**config.mk**
```make
export PLATFORM = sky130hd
export DESIGN_NAME = restore_stream_loader
export DESIGN_NICKNAME = d
export VERILOG_FILES = /design/src/rtl/restore_stream_loader.sv
export SDC_FILE = /design/constraint.sdc
export NUM_CORES = 1
export LEC_CHECK = 0
export CORE_UTILIZATION = 45
export CTS_CLUSTER_DIAMETER = 40
export DETAILED_ROUTE_END_ITERATION = 8
export PLACE_DENSITY = 0.72
export SYNTH_ARGS = -nofsm -noshare
export SYNTH_HDL_FRONTEND = slang
export SYNTH_SLANG_ARGS = --single-unit
```
**constraint.sdc**
```tcl
create_clock -name clk -period 2.8 [get_ports clk]
set_input_delay 0.28 -clock clk [delete_from_list [all_inputs] [get_ports clk]]
set_output_delay 0.28 -clock clk [all_outputs]
set_load 0.03 [all_outputs]
```
**src/rtl/restore_stream_loader.sv**
```systemverilog
// AXI-Stream (addr,data) pair loader driving the CPU restore write port; one held write per pair.
// s_tready is registered and only high while fetching a pair, so every other state backpressures.
`timescale 1ns/1ps
module restore_stream_loader #(
  parameter int SETTLE_PRE  = 10,
  parameter int WE_HOLD     = 4,
  parameter int WE_GAP      = 1,
  parameter int SETTLE_POST = 100
) (
  input  logic        clk,
  input  logic        nreset,
  input  logic        start,
  input  logic        abort,
  input  logic [31:0] s_tdata,
  input  logic [3:0]  s_tkeep,
  input  logic        s_tlast,
  input  logic        s_tvalid,
  output logic        s_tready,
  output logic        restore_mode_out,
  output logic [31:0] cpu_write_addr_out,
  output logic [31:0] cpu_write_data_out,
  output logic        cpu_write_enable_out,
  output logic        busy,
  output logic        done,
  output logic        err,
  output logic [15:0] write_count
);

  typedef enum logic [2:0] {IDLE, PRE, GET_ADDR, GET_DATA, WRITE, GAP, POST} state_t;

  localparam logic [15:0] PRE_LD  = 16'(SETTLE_PRE - 1);
  localparam logic [15:0] HOLD_LD = 16'(WE_HOLD - 1);
  localparam logic [15:0] GAP_LD  = 16'(WE_GAP - 1);
  localparam logic [15:0] POST_LD = 16'(SETTLE_POST - 1);

  state_t      state_q, state_d;
  logic [15:0] cnt_q, cnt_d;
  logic [15:0] wcnt_q, wcnt_d;
  logic [31:0] hold_addr_q, hold_addr_d;
  logic [31:0] waddr_q, waddr_d;
  logic [31:0] wdata_q, wdata_d;
  logic        bad_q, bad_d;
  logic        last_q, last_d;
  logic        abort_pend_q, abort_pend_d;
  logic        rdy_q, rdy_d;
  logic        done_q, done_d;
  logic        err_q, err_d;
  logic        hs;

  assign hs = s_tvalid & rdy_q;

  always_comb begin
    state_d      = state_q;
    cnt_d        = cnt_q;
    wcnt_d       = wcnt_q;
    hold_addr_d  = hold_addr_q;
    waddr_d      = waddr_q;
    wdata_d      = wdata_q;
    bad_d        = bad_q;
    last_d       = last_q;
    abort_pend_d = abort_pend_q;
    done_d       = 1'b0;
    err_d        = err_q;

    case (state_q)
      IDLE: begin
        if (start) begin
          state_d      = PRE;
          cnt_d        = PRE_LD;
          err_d        = 1'b0;
          wcnt_d       = 16'd0;
          abort_pend_d = 1'b0;
        end
      end
      PRE: begin
        if (abort) begin
          state_d = POST;
          cnt_d   = POST_LD;
        end else if (cnt_q == 16'd0) begin
          state_d = GET_ADDR;
        end else begin
          cnt_d = cnt_q - 16'd1;
        end
      end
      GET_ADDR: begin
        // abort wins over a same-cycle handshake: the word is consumed and dropped
        if (abort) begin
          state_d = POST;
          cnt_d   = POST_LD;
        end else if (hs) begin
          if (s_tlast) begin
            err_d   = 1'b1;
            state_d = POST;
            cnt_d   = POST_LD;
          end else begin
            hold_addr_d = s_tdata;
            bad_d       = (s_tkeep != 4'hF);
            state_d     = GET_DATA;
          end
        end
      end
      GET_DATA: begin
        if (abort) begin
          state_d = POST;
          cnt_d   = POST_LD;
        end else if (hs) begin
          last_d = s_tlast;
          if (bad_q || (s_tkeep != 4'hF)) begin
            err_d   = 1'b1;
            state_d = GAP;
            cnt_d   = GAP_LD;
          end else begin
            waddr_d = hold_addr_q;
            wdata_d = s_tdata;
            wcnt_d  = (wcnt_q == 16'hFFFF) ? wcnt_q : wcnt_q + 16'd1;
            state_d = WRITE;
            cnt_d   = HOLD_LD;
          end
        end
      end
      WRITE: begin
        if (abort) abort_pend_d = 1'b1;
        if (cnt_q == 16'd0) begin
          if (abort_pend_q || abort) begin
            state_d = POST;
            cnt_d   = POST_LD;
          end else begin
            state_d = GAP;
            cnt_d   = GAP_LD;
          end
        end else begin
          cnt_d = cnt_q - 16'd1;
        end
      end
      GAP: begin
        if (abort || (cnt_q == 16'd0 && last_q)) begin
          state_d = POST;
          cnt_d   = POST_LD;
        end else if (cnt_q == 16'd0) begin
          state_d = GET_ADDR;
        end else begin
          cnt_d = cnt_q - 16'd1;
        end
      end
      POST: begin
        if (cnt_q == 16'd0) begin
          state_d = IDLE;
          done_d  = 1'b1;
        end else begin
          cnt_d = cnt_q - 16'd1;
        end
      end
      default: state_d = IDLE;
    endcase

    rdy_d = (state_d == GET_ADDR) || (state_d == GET_DATA);
  end

  always_ff @(posedge clk or negedge nreset) begin
    if (!nreset) begin
      state_q      <= IDLE;
      cnt_q        <= 16'd0;
      wcnt_q       <= 16'd0;
      hold_addr_q  <= 32'd0;
      waddr_q      <= 32'd0;
      wdata_q      <= 32'd0;
      bad_q        <= 1'b0;
      last_q       <= 1'b0;
      abort_pend_q <= 1'b0;
      rdy_q        <= 1'b0;
      done_q       <= 1'b0;
      err_q        <= 1'b0;
    end else begin
      state_q      <= state_d;
      cnt_q        <= cnt_d;
      wcnt_q       <= wcnt_d;
      hold_addr_q  <= hold_addr_d;
      waddr_q      <= waddr_d;
      wdata_q      <= wdata_d;
      bad_q        <= bad_d;
      last_q       <= last_d;
      abort_pend_q <= abort_pend_d;
      rdy_q        <= rdy_d;
      done_q       <= done_d;
      err_q        <= err_d;
    end
  end

  assign s_tready             = rdy_q;
  assign restore_mode_out     = (state_q != IDLE);
  assign busy                 = (state_q != IDLE);
  assign cpu_write_enable_out = (state_q == WRITE);
  assign cpu_write_addr_out   = waddr_q;
  assign cpu_write_data_out   = wdata_q;
  assign done                 = done_q;
  assign err                  = err_q;
  assign write_count          = wcnt_q;

endmodule

```
======== Word level (Yosys, flattened, before mapping) ========
Index checks and enable logic that the tools add are counted.
storage, ports and cells
  register bits ........................... 137
  memories ................................ 0
  memory bits (writable) .................. 0
  latch bits .............................. 0
  bits in read-only memories .............. 0
cells by class
  equality and inequality tests ........... 23
  order comparisons ....................... 0
  shift operators ......................... 0
  add/sub/neg operators ................... 2
  $mul .................................... 0
  reduce and logical (&&, ||, !) cells .... 19
  bitwise operators ....................... 4
  div/mod/pow operators ................... 0
  muxes and demuxes ....................... 45
operators by type and width
  cell                     number
  $mux W16                 15
  $pmux W16 S7             1
  $mux W3                  11
  $pmux W16 S2             1
  $pmux W3 S7              1
  $ne A2 B2 Y1 const B     10
  $add A16 B1 Y16 const B  1
  $eq A16 B16 Y1 const B   1
  $logic_not A16 Y1        1
  $sub A16 B1 Y16 const B  1
  $eq A3 B2 Y1 const B     4
  $mux W1                  11
  $eq A3 B3 Y1 const B     3
  $ne A3 B3 Y1 const B     3
  $reduce_and A4 Y1        2
  $reduce_and A8 Y1        1
  $mux W7                  1
  $reduce_bool A7 Y1       1
  $reduce_and A3 Y1        2
  $reduce_and A6 Y1        1
  $reduce_bool A3 Y1       2
  $reduce_and A5 Y1        1
  $logic_or A1 B1 Y1       4
  $mux W2                  2
  9 further kinds          12

======== Depth between registers and ports, before layout ========
  word-level depth ........................ 8
  depth in mapped cells ................... 8
  gate-level depth less buffers ........... 7

======== Least setup slack after synthesis ========
No wires, ideal clock.
  path type ............................... reg-to-reg
  start point ............................. register rdy_q, in the netlist s_tready
  end point ............................... register cnt_q[15]
  stages on the path, launching flop included .. 6
  required time ........................... 2.679 ns
  slack ................................... 0.857 ns
  period minus slack after synthesis ...... 1.943 ns
  library setup time ...................... 0.121 ns
  buffers on the path ..................... 0
  data arrival time ....................... 1.822 ns
  cell sequence ........................... dfrtp_1 -> nand2_1 -> o21ba_2 -> a221oi_1 -> o21ai_2 -> a22o_1
between the ends
  cells in the longest elaborated chain, start to end .. 3
  elaborated cells on any way between the ends .. 4
ends and longest elaborated chain
  what                             RTL line  RTL
  start, declared                  45        logic rdy_q, rdy_d;
  start signal, assigned           183       rdy_q <= rdy_d;
  $and A1 B1 Y1 (*)                50        assign hs = s_tvalid & rdy_q;
  $ne A3 B3 Y1 (no line)           n/a
  $reduce_and A5 Y1 (no line) (*)  n/a
  end signal, assigned             175       cnt_q <= cnt_d;
  end, declared                    37        logic [15:0] cnt_q, cnt_d;
Mark *: on every way between the ends. The rest lies on a longest branch, timed or not.
A chain may end at the register's enable or synchronous reset.

======== Final worst setup path ========
  start point ............................. register state_q[0]
  end point ............................... output port cpu_write_enable_out
between the ends
  cells in the longest elaborated chain, start to end .. 1
ends and longest elaborated chain
  what                    RTL line  RTL
  start, declared         36        state_t state_q, state_d;
  start signal, assigned  174       state_q <= state_d;
  $eq A3 B3 Y1            192       assign cpu_write_enable_out = (state_q == WRITE);
  end, declared           22        output logic cpu_write_enable_out,
No other way between the ends.

==> flow_summary.yaml <==
sta:
  hold_violations: 0
  period_minus_slack_ns: 2.673
  rsz0062_at_grt: "false"
  slew_headroom_pct: 50.44
  max_clock_freq_mhz: 374.1
  timing.final.crit_share_pct: 95.48
  hold_ws_ns: 0.4905
  setup_viol: 0
  fin_skew_ns: 0.005979
  max_slew.worst_pin.slew_ns: 0.7434
  maxSlewViolCount: 0
  tns_ns: 0
clock_network:
  postCtsSetupBuffers: 0
  clkSinkCount: 137
  clk_pin_slew_worst_paths_ns: 0.06
  cts-root-buf: "clkbuf_16"
  htreeDepth: 4
  cts_inserted_buffers: 17
  insertion_delay_ns: 0.42
  cts_max_path_buffers: 2
  cts_tree: "built"
layout:
  drive_gt1_share_pct: 23.76
  n_antenna_cell: 0
  synthToLayoutAreaGrowth_pct: 35.31
  final_nets: 676
drt:
  dr.pass1.iters: 6
  drt_iter0_drc: 358
  viasPerCell: 5.451
  ant_nets: 0
  num_vias: 4470
  drc_errors: 0
  post_drt_wl_per_cell_um: 16.20
  routed_wl_mm: 13.29
synth:
  synth-seq-cells: 137
  syn-num-nets: 543
  yosysSeqAreaShare_pct: 56.12
  synth_edf_count: 0
  synth.cell_area_um2: 6108
  synth.distinct_cells: 55
  async_flop_share_pct: 100.0
  postSynthCellCount: 498
  synth_warnings: 0
  synth.avg_cell_area_um2: 12.27
  synthFlopType: "dfrtp_1"
worst_setup_path:
  path_depth: 3
  worst-path-buf-inv: 1
  crit_chain: "nor2_1 > and2_1 > clkdlybuf4s50_1"
  end_kind: "primary output"
  cp.arrival_ns: 2.39
  path_delay_family: "simple AND/OR/NAND/NOR gates"
  cp-start-kind: "flip-flop"
  ff2ff_path_depth: 6
  cp_max_fo: 16
  slowest_delay_ns: 0.68
  critPathKind: "flip-flop to primary output"
  required_ns: 2.52
  cp_slowest_cell: "clkdlybuf4s50_1"
die:
  die_h_um: 118.5
  ios: 128
  core-area_um2: 13240
  fp.dieW_um: 118.5
  rows: 42
  dieArea_um2: 14040
  initial_core_util_pct: 46.13
global_route:
  grt_max_degree: 83
  grt.total_usage_pct: 20.13
  grt_pass1_wl_mm: 22.18
  antenna_found_initial: 0
  overflow: 0
  grt_pass1_vias: 4497
worst_hold_path:
  holdCritPathClass: "primary input to async pin"
power_and_ir_drop:
  leakage_nw: 3.780
  report.power.total_w: 0.006326
  vdd_drop_max_uv: 453.2
  pwr_density_cell_nw_per_um2: 765.3
job:
  drv_cap: 0
placed_design:
  portBuffers: 127
  hpwl_mm: 8.940
  place.gp.congestion: 0.8324
run_status:
  status: "finished, final reports clean"
[per-stage QoR]
step                      setup slack [ns]  utilization, %  area, um2  std cells
final                               0.1266           62.42       8265        820
after global routing               0.06257           62.42       8265        820
after CTS                           0.1559           62.42       8265        820
after detailed placement            0.2890           57.48       7612        787
after global placement              0.4543           57.48       7612        787
after floorplan                     0.8569               -       6108        498
[per-layer routing]
metal	vias up	share of wire (%)	track usage (%)
li1	2072	-	-
met1	2239	43	24.84
met2	139	51	34.01
met3	20	5.0	5.405
met4	0	1.5	7.120
met5	-	0	0
[power breakdown]
group	internal [W]	switching [W]
Clock	0.00160	0.000823
Combinational	0.000630	0.000901
Sequential	0.00216	0.000210
[cell families after synthesis]
logic type                 synth area share, %
DFF                                      56.12
xor gates and xnor gates                 2.151
AOI/OAI and AO/OA                        9.812
muxes                                    18.25
and+or+nand+nor                          10.65
buffers and inverters                    2.397
adders and majority gates               0.6146
[cells in the final DEF (no fill, tap or decap), types with 3 or more instances in the layout]
cell	synthesis	routed
bufinv_16	0	5
buf_4	1	7
a21oi_1	16	16
and3_1	6	6
nand4_1	5	5
and2_1	4	4
o221ai_1	3	3
nor2b_1	3	3
a22o_1	4	4
o31ai_1	3	3
inv_1	9	9
mux2_2	99	99
clkbuf_1	11	3
nor3_1	4	4
o21ai_0	23	23
xor2_1	11	11
clkbuf_16	0	17
nor4_1	7	6
a211oi_1	3	3
clkdlybuf4s50_1	0	126
a22oi_1	3	3
nand3b_1	3	3
o31a_1	4	4
a31oi_1	5	5
nand2_1	23	23
nor2_1	37	37
buf_12	0	3
xnor2_1	4	4
dfrtp_1	137	137
ha_1	3	3
nand3_1	21	20
[cells in the mapped netlist, types with 2 or more instances]
| cell | number | area share (%) |
|---|---|---|
| a22o_1 | 4 | 0.57 |
| a41oi_1 | 2 | 0.29 |
| a31oi_1 | 5 | 0.51 |
| dfrtp_1 | 137 | 56 |
| nand4_1 | 5 | 0.51 |
| xor2_1 | 11 | 1.6 |
| o31a_1 | 4 | 0.57 |
| buf_1 | 2 | 0.12 |
| o31ai_1 | 3 | 0.37 |
| inv_1 | 9 | 0.55 |
| nor2_1 | 37 | 2.3 |
| nand3_1 | 21 | 1.7 |
| a211oi_1 | 3 | 0.37 |
| nor2b_1 | 3 | 0.31 |
| a221o_1 | 2 | 0.33 |
| a22oi_1 | 3 | 0.37 |
| a221oi_1 | 2 | 0.29 |
| o21ai_0 | 23 | 1.9 |
| xnor2_1 | 4 | 0.57 |
| nor3_1 | 4 | 0.33 |
| nor3b_1 | 2 | 0.25 |
| buf_2 | 9 | 0.74 |
| o21a_1 | 2 | 0.25 |
| and3_1 | 6 | 0.61 |
| clkbuf_1 | 11 | 0.68 |
| a21oi_1 | 16 | 1.3 |
| o211ai_1 | 2 | 0.25 |
| o221ai_1 | 3 | 0.43 |
| nand2_1 | 23 | 1.4 |
| nor2_2 | 2 | 0.20 |
| nand3b_1 | 3 | 0.37 |
| nor4_1 | 7 | 0.72 |
| ha_1 | 3 | 0.61 |
| o21ai_1 | 2 | 0.16 |
| o211a_1 | 2 | 0.33 |
| and2_1 | 4 | 0.41 |
| mux2_2 | 99 | 18 |
[timing repair]
action,CTS,global route
hold buffers,1,0
resized for setup,0,0
endpoints found under the hold margin,81,0
[cell type report]
cell class / count / area (um2)
Clock buffer: 21 / 450.4
Clock inverter: 11 / 192.7
Fill cell: 1034 / 4977
Inverter: 9 / 33.78
Multi-Input combinational cell: 328 / 2545
Sequential cell: 137 / 3428
Tap cell: 176 / 220.2
Timing Repair Buffer: 138 / 1395
[worst paths after layout]
check | startpoint | to | slack (ns)
min | nreset | cpu_write_addr_out[17] | 0.49
max reg2reg | cnt_q[3] | cnt_q[9] | 0.44
min reg2reg | cpu_write_addr_out[24] | cpu_write_addr_out[24] | 0.50
max in group asynchronous | nreset | err | 1.57
max | state_q[0] | cpu_write_enable_out | 0.13
min in group clk | cpu_write_addr_out[24] | cpu_write_addr_out[24] | 0.50
[sequential cells by signal, indices dropped and copies added, names as in the netlist]
name                cells
bad_q                   1
done                    1
cpu_write_addr_out     32
last_q                  1
err                     1
abort_pend_q            1
cnt_q                  16
write_count            16
cpu_write_data_out     32
s_tready                1
hold_addr_q            32
state_q                 3
No activity file was read; power rests on OpenSTA's default activity.
